[src/rtl/aes_pkg.sv]
// rtl/aes_pkg.sv - AES constants, round-constant and S-box tables, shared types
package aes_pkg;

    localparam int AES_NR = 10;
    localparam int AES_NK = 4;

    typedef logic [127:0] aes_block_t;
    typedef logic [31:0]  aes_word_t;

    typedef enum logic [0:0] {
        KX_IDLE   = 1'b0,
        KX_EXPAND = 1'b1
    } kx_state_t;

    localparam logic [7:0] RCON [1:10] = '{
        8'h01, 8'h02, 8'h04, 8'h08, 8'h10, 8'h20, 8'h40, 8'h80, 8'h1b, 8'h36
    };

    localparam logic [7:0] SBOX [256] = '{
        8'h63, 8'h7c, 8'h77, 8'h7b, 8'hf2, 8'h6b, 8'h6f, 8'hc5, 8'h30, 8'h01, 8'h67, 8'h2b, 8'hfe, 8'hd7, 8'hab, 8'h76,
        8'hca, 8'h82, 8'hc9, 8'h7d, 8'hfa, 8'h59, 8'h47, 8'hf0, 8'had, 8'hd4, 8'ha2, 8'haf, 8'h9c, 8'ha4, 8'h72, 8'hc0,
        8'hb7, 8'hfd, 8'h93, 8'h26, 8'h36, 8'h3f, 8'hf7, 8'hcc, 8'h34, 8'ha5, 8'he5, 8'hf1, 8'h71, 8'hd8, 8'h31, 8'h15,
        8'h04, 8'hc7, 8'h23, 8'hc3, 8'h18, 8'h96, 8'h05, 8'h9a, 8'h07, 8'h12, 8'h80, 8'he2, 8'heb, 8'h27, 8'hb2, 8'h75,
        8'h09, 8'h83, 8'h2c, 8'h1a, 8'h1b, 8'h6e, 8'h5a, 8'ha0, 8'h52, 8'h3b, 8'hd6, 8'hb3, 8'h29, 8'he3, 8'h2f, 8'h84,
        8'h53, 8'hd1, 8'h00, 8'hed, 8'h20, 8'hfc, 8'hb1, 8'h5b, 8'h6a, 8'hcb, 8'hbe, 8'h39, 8'h4a, 8'h4c, 8'h58, 8'hcf,
        8'hd0, 8'hef, 8'haa, 8'hfb, 8'h43, 8'h4d, 8'h33, 8'h85, 8'h45, 8'hf9, 8'h02, 8'h7f, 8'h50, 8'h3c, 8'h9f, 8'ha8,
        8'h51, 8'ha3, 8'h40, 8'h8f, 8'h92, 8'h9d, 8'h38, 8'hf5, 8'hbc, 8'hb6, 8'hda, 8'h21, 8'h10, 8'hff, 8'hf3, 8'hd2,
        8'hcd, 8'h0c, 8'h13, 8'hec, 8'h5f, 8'h97, 8'h44, 8'h17, 8'hc4, 8'ha7, 8'h7e, 8'h3d, 8'h64, 8'h5d, 8'h19, 8'h73,
        8'h60, 8'h81, 8'h4f, 8'hdc, 8'h22, 8'h2a, 8'h90, 8'h88, 8'h46, 8'hee, 8'hb8, 8'h14, 8'hde, 8'h5e, 8'h0b, 8'hdb,
        8'he0, 8'h32, 8'h3a, 8'h0a, 8'h49, 8'h06, 8'h24, 8'h5c, 8'hc2, 8'hd3, 8'hac, 8'h62, 8'h91, 8'h95, 8'he4, 8'h79,
        8'he7, 8'hc8, 8'h37, 8'h6d, 8'h8d, 8'hd5, 8'h4e, 8'ha9, 8'h6c, 8'h56, 8'hf4, 8'hea, 8'h65, 8'h7a, 8'hae, 8'h08,
        8'hba, 8'h78, 8'h25, 8'h2e, 8'h1c, 8'ha6, 8'hb4, 8'hc6, 8'he8, 8'hdd, 8'h74, 8'h1f, 8'h4b, 8'hbd, 8'h8b, 8'h8a,
        8'h70, 8'h3e, 8'hb5, 8'h66, 8'h48, 8'h03, 8'hf6, 8'h0e, 8'h61, 8'h35, 8'h57, 8'hb9, 8'h86, 8'hc1, 8'h1d, 8'h9e,
        8'he1, 8'hf8, 8'h98, 8'h11, 8'h69, 8'hd9, 8'h8e, 8'h94, 8'h9b, 8'h1e, 8'h87, 8'he9, 8'hce, 8'h55, 8'h28, 8'hdf,
        8'h8c, 8'ha1, 8'h89, 8'h0d, 8'hbf, 8'he6, 8'h42, 8'h68, 8'h41, 8'h99, 8'h2d, 8'h0f, 8'hb0, 8'h54, 8'hbb, 8'h16
    };

endpackage

[src/rtl/aes_sbox.sv]
// rtl/aes_sbox.sv - combinational 8-bit AES S-box lookup
module aes_sbox
    import aes_pkg::*;
(
    input  logic [7:0] din,
    output logic [7:0] dout
);

    assign dout = SBOX[din];

endmodule

[src/rtl/aes_key_expand_seq.sv]
// rtl/aes_key_expand_seq.sv - iterative AES-128 key schedule into an 11-entry round-key bank; optional zeroize via AES_KEY_ZEROIZE_EN
module aes_key_expand_seq
    import aes_pkg::*;
#(
    parameter int NR    = AES_NR,
    parameter int KEY_W = 128
) (
    input  logic             clk,
    input  logic             rst,
    input  logic             start,
    input  logic [KEY_W-1:0] cipher_key,
`ifdef AES_KEY_ZEROIZE_EN
    input  logic             zeroize,
`endif
    output logic             busy,
    output logic             done,
    output logic             keys_valid,
    output logic [KEY_W-1:0] rk0,
    output logic [KEY_W-1:0] rk1,
    output logic [KEY_W-1:0] rk2,
    output logic [KEY_W-1:0] rk3,
    output logic [KEY_W-1:0] rk4,
    output logic [KEY_W-1:0] rk5,
    output logic [KEY_W-1:0] rk6,
    output logic [KEY_W-1:0] rk7,
    output logic [KEY_W-1:0] rk8,
    output logic [KEY_W-1:0] rk9,
    output logic [KEY_W-1:0] rk10
);

    localparam logic [3:0] LAST_CNT = 4'(NR);

    kx_state_t  state, state_n;
    logic [3:0] cnt, cnt_n;
    logic       done_n, kv_n;
    logic       load_key, wr_step;
    logic       zero_req;

    aes_block_t bank [0:NR];
    aes_block_t prev_rk, next_rk;
    logic [7:0] rcon_sel;
    aes_word_t  w0, w1, w2, w3, rot, sub, t, n0, n1, n2, n3;

`ifdef AES_KEY_ZEROIZE_EN
    assign zero_req = zeroize;
`else
    assign zero_req = 1'b0;
`endif

    // The previous round key and its Rcon both come from the counter; no shift chain.
    always_comb begin
        prev_rk  = bank[0];
        rcon_sel = RCON[1];
        for (int i = 1; i <= NR; i++) begin
            if (cnt == 4'(i)) begin
                prev_rk  = bank[i-1];
                rcon_sel = RCON[i];
            end
        end
    end

    assign w0  = prev_rk[127:96];
    assign w1  = prev_rk[95:64];
    assign w2  = prev_rk[63:32];
    assign w3  = prev_rk[31:0];
    assign rot = {w3[23:0], w3[31:24]};

    for (genvar g = 0; g < 4; g++) begin : g_subword
        aes_sbox u_sbox (
            .din  (rot[8*g +: 8]),
            .dout (sub[8*g +: 8])
        );
    end

    assign t       = sub ^ {rcon_sel, 24'h0};
    assign n0      = w0 ^ t;
    assign n1      = w1 ^ n0;
    assign n2      = w2 ^ n1;
    assign n3      = w3 ^ n2;
    assign next_rk = {n0, n1, n2, n3};

    always_comb begin
        state_n  = state;
        cnt_n    = cnt;
        done_n   = 1'b0;
        kv_n     = keys_valid;
        load_key = 1'b0;
        wr_step  = 1'b0;
        if (zero_req) begin
            state_n = KX_IDLE;
            cnt_n   = 4'd0;
            kv_n    = 1'b0;
        end else begin
            case (state)
                KX_IDLE: begin
                    if (start) begin
                        state_n  = KX_EXPAND;
                        cnt_n    = 4'd1;
                        kv_n     = 1'b0;
                        load_key = 1'b1;
                    end
                end
                KX_EXPAND: begin
                    wr_step = 1'b1;
                    if (cnt == LAST_CNT) begin
                        state_n = KX_IDLE;
                        cnt_n   = 4'd0;
                        done_n  = 1'b1;
                        kv_n    = 1'b1;
                    end else begin
                        cnt_n = cnt + 4'd1;
                    end
                end
                default: begin
                    state_n = KX_IDLE;
                    cnt_n   = 4'd0;
                end
            endcase
        end
    end

    always_ff @(posedge clk or posedge rst) begin
        if (rst) begin
            state      <= KX_IDLE;
            cnt        <= 4'd0;
            done       <= 1'b0;
            keys_valid <= 1'b0;
        end else begin
            state      <= state_n;
            cnt        <= cnt_n;
            done       <= done_n;
            keys_valid <= kv_n;
        end
    end

    always_ff @(posedge clk or posedge rst) begin
        if (rst) begin
            for (int i = 0; i <= NR; i++) bank[i] <= '0;
        end else if (zero_req) begin
            for (int i = 0; i <= NR; i++) bank[i] <= '0;
        end else begin
            if (load_key) bank[0] <= cipher_key;
            if (wr_step) begin
                for (int i = 1; i <= NR; i++) begin
                    if (cnt == 4'(i)) bank[i] <= next_rk;
                end
            end
        end
    end

    assign busy = (state == KX_EXPAND);

    assign rk0  = bank[0];
    assign rk1  = bank[1];
    assign rk2  = bank[2];
    assign rk3  = bank[3];
    assign rk4  = bank[4];
    assign rk5  = bank[5];
    assign rk6  = bank[6];
    assign rk7  = bank[7];
    assign rk8  = bank[8];
    assign rk9  = bank[9];
    assign rk10 = bank[10];

endmodule

[config.mk]
export PLATFORM = sky130hd
export DESIGN_NAME = aes_key_expand_seq
export DESIGN_NICKNAME = d
export VERILOG_FILES = /design/src/rtl/aes_pkg.sv /design/src/rtl/aes_sbox.sv /design/src/rtl/aes_key_expand_seq.sv
export SDC_FILE = /design/constraint.sdc
export NUM_CORES = 2
export LEC_CHECK = 0
export ABC_AREA = 1
export CAP_MARGIN = 0
export CORE_AREA = 5 5 592 594
export DETAILED_ROUTE_END_ITERATION = 8
export DIE_AREA = 0 0 597 599
export GPL_TIMING_DRIVEN = 1
export PLACE_DENSITY_LB_ADDON = 0.15
export SKIP_CTS_REPAIR_TIMING = 1
export SYNTH_ARGS = -nofsm -noshare
export SYNTH_HDL_FRONTEND = slang
export SYNTH_HIERARCHICAL = 1
export SYNTH_SLANG_ARGS = --single-unit
[constraint.sdc]
create_clock -name clk -period 47.3 [get_ports clk]
set_input_delay 4.73 -clock clk [delete_from_list [all_inputs] [get_ports clk]]
set_output_delay 4.73 -clock clk [all_outputs]
set_load 0.02 [all_outputs]
==> results.py <==
metrics = {
    "run_status": {
        "run_status": "complete, no violations",
    },
    "placed_design": {
        "globalplace.congestion": 0.998,
        "dpl.cell_count": 16796,
        "place_hpwl_um": 434000,
        "post-place-ws_ns": 37.85,
        "place.port_buffers": 1541,
    },
    "layout": {
        "fillerInstances": 37651,
        "multiInputGateArea_um2": 38300,
        "finish.net_count": 12598,
        "layoutNonFillerInstCount": 17143,
        "layout-area-overhead-vs-synth_pct": 32.0,
        "layout.cells.most_common": "nand2_1",
        "post_route_cells_drive_above_1_share_pct": 6.69,
        "regArea_um2": 35400,
        "most-common-layout-cells": "nand2_1, nand3_1, clkdlybuf4s50_1",
    },
    "sta": {
        "max_clock_freq_mhz": 104,
        "worst-slew-pin-transition_ns": 1.19,
        "setup_tns_ns": 0,
        "report.final.setup_viol": 0,
        "fin_worst_skew_ns": 0.0566,
        "rsz0062_at_grt": "no",
        "timing.final.max_slew_violations": 0,
        "timing.max_slew.rel_slack_pct": 20.6,
        "number_of_hold_violations_in_the_final_report": 0,
        "finalCriticalPeriod_ns": 9.62,
        "final_min_period_over_clock_period_pct": 20.3,
        "postLayoutSetupSlackWorst_ns": 37.68,
    },
    "die": {
        "fp.coreArea_um2": 345000,
        "initial_utilization_pct": 23.0,
        "std_cell_rows": 216,
        "fp.dieW_um": 597,
        "design.die.area_um2": 358000,
        "die_h_um": 599,
        "number_of_ports_placed_on_the_die_boundary": 1542,
    },
    "global_route": {
        "largest_net_degree_at_the_start_of_global_routing": 158,
        "grt-ovfl-total": 0,
        "first_global_vias": 81837,
        "grt_first_pass_wirelength_um": 770000,
        "grt_antenna_before_repair": 39,
        "groute.usage.overall_pct": 31.1,
    },
    "synth": {
        "postSynthAreaPerCell_um2": 7.02,
        "ys_seq_elements": 1415,
        "ys_async_rst_share_pct": 100,
        "synth-edff-count": 0,
        "synthFlopType": "dfrtp_1",
        "synth.distinct_cells": 38,
        "synth_warnings": 6,
        "synthesis.instances": 11308,
        "synth.cell_area_um2": 79400,
        "synth.yosys.seq_area_share_pct": 44.6,
        "synth_nets": 11499,
    },
    "run": {
        "cap_viol_max_count": 0,
    },
    "critical_path": {
        "worstSetupPathDepth": 31,
        "worst_setup_path_start_kind": "flop",
        "setup_crit_path_kind": "flop to flop",
        "worstPathArrival_ns": 10.42,
        "end_kind": "flop",
        "reg2regPathDepth": 31,
        "worstPathMaxFanout": 55,
        "worst_path_largest_cell_delay_ns": 0.73,
        "crit_path_frequent_cell": "nand2_1",
        "critPathTopFamily": "simple AND/OR/NAND/NOR gates",
        "crit_required_ns": 48.10,
        "path_buf_inv": 5,
        "slowest_stage": "nand2_2",
    },
    "routing": {
        "route.antenna.remaining_nets": 0,
        "drt-total-wl_um": 580000,
        "route.detailed.drc": 0,
        "vias_cell": 5.09,
        "detailroute.via_count": 87274,
        "drt_iter0_drc": 10130,
        "routed_wirelength_normalized_by_instance_count_um": 33.8,
        "number_of_optimization_iterations_in_the_first_detailed_route_pass": 7,
    },
    "clocking": {
        "clkTransAtPathRegs_ns": 0.06,
        "ctsRootBufferMaster": "clkbuf_16",
        "number_of_clock_buffers_inserted_by_tritoncts": 187,
        "ctsHtreeMaxLevel": 4,
        "clock_latency_ns": 0.92,
        "cts_num_sinks": 1415,
        "cts_tree": "done",
        "cts_buffer_depth": 4,
    },
    "min_path": {
        "timing.hold.worst.class": "flop to flop",
        "holdPathStages": 2,
    },
}
==> area by class of cell <==
cell class | count | area share [%]
multi-input combinational | 8493 | 36.5
timing repair buffer | 1725 | 16.1
tap | 4578 | 5.47
clock buffer | 283 | 5.34
antenna | 14 | 0.0334
sequential | 1415 | 33.8
clock inverter | 50 | 0.531
inverter | 585 | 2.22
==> through the flow <==
stage,util (%),area [um2],hold slack [ns]
4_1_cts,30.4,105000,0.483
2_1_floorplan,-,79400,0.592
6_report,30.4,105000,0.479
5_1_grt,30.4,105000,0.497
3_5_place_dp,28.6,98600,0.468
3_3_place_gp,28.6,98600,0.466
==> state kept, by name, summed over array words and instances (netlist names), 4 cells and up <==
signal / cells
rk6: 128
cnt: 4
rk4: 128
rk1: 128
rk7: 128
rk5: 128
rk8: 128
rk0: 128
rk9: 128
rk10: 128
rk2: 128
rk3: 128
==> kinds of logic after synthesis <==
family | synth area share, %
simple gates | 35.4
compound gates | 11.5
xor+xnor | 0.0883
flops | 44.6
fa+ha+maj | 0.946
buf+inv | 7.45
==> synthesized netlist by cell type (31+ instances only) <==
library cell / number / area [um2]
a31oi_1: 34 / 213
nor2_2: 31 / 194
buf_4: 41 / 308
nand3_2: 68 / 681
buf_6: 37 / 417
nor2_1: 490 / 1840
o21ai_1: 468 / 2340
nand4_1: 35 / 219
clkbuf_1: 509 / 1910
nand2_1: 4259 / 16000
nand2_2: 64 / 400
or2_0: 38 / 238
o21ai_0: 931 / 4660
o211ai_1: 49 / 368
dfrtp_1: 1415 / 35400
ha_1: 60 / 751
inv_2: 47 / 176
inv_1: 531 / 1990
or2_2: 87 / 544
a21oi_1: 264 / 1320
buf_2: 178 / 891
buf_1: 50 / 188
nand3_1: 1555 / 7780
==> tightest hold or removal path: cells and delay by family, from the launching register on <==
kind,cells,cell delay [ns]
flip-flops,1,0.34
AND/OR/NAND/NOR,2,0.10
==> metal layers <==
| layer | GRT usage, % | share of wire, % |
|---|---|---|
| met5 | 0 | 0.014 |
| met4 | 14.5 | 5.8 |
| met3 | 10.2 | 10 |
| met2 | 47.3 | 43 |
| met1 | 39.7 | 41 |
==> worst paths after layout <==
| path | from | endpoint | slack [ns] |
|---|---|---|---|
| setup / recovery | cnt[2] | rk8[28] | 37.68 |
| hold / removal | rk10[22] | rk10[22] | 0.48 |
| setup reg to reg | cnt[2] | rk8[28] | 37.68 |
| hold reg to reg | rk10[22] | rk10[22] | 0.48 |
| max in group asynchronous | rst | rk4[43] | 39.02 |
| min in group asynchronous | rst | rk10[110] | 4.33 |
Power is not shown: default switching activity piles up to over one toggle a cycle in this logic, so the estimate is an artifact.
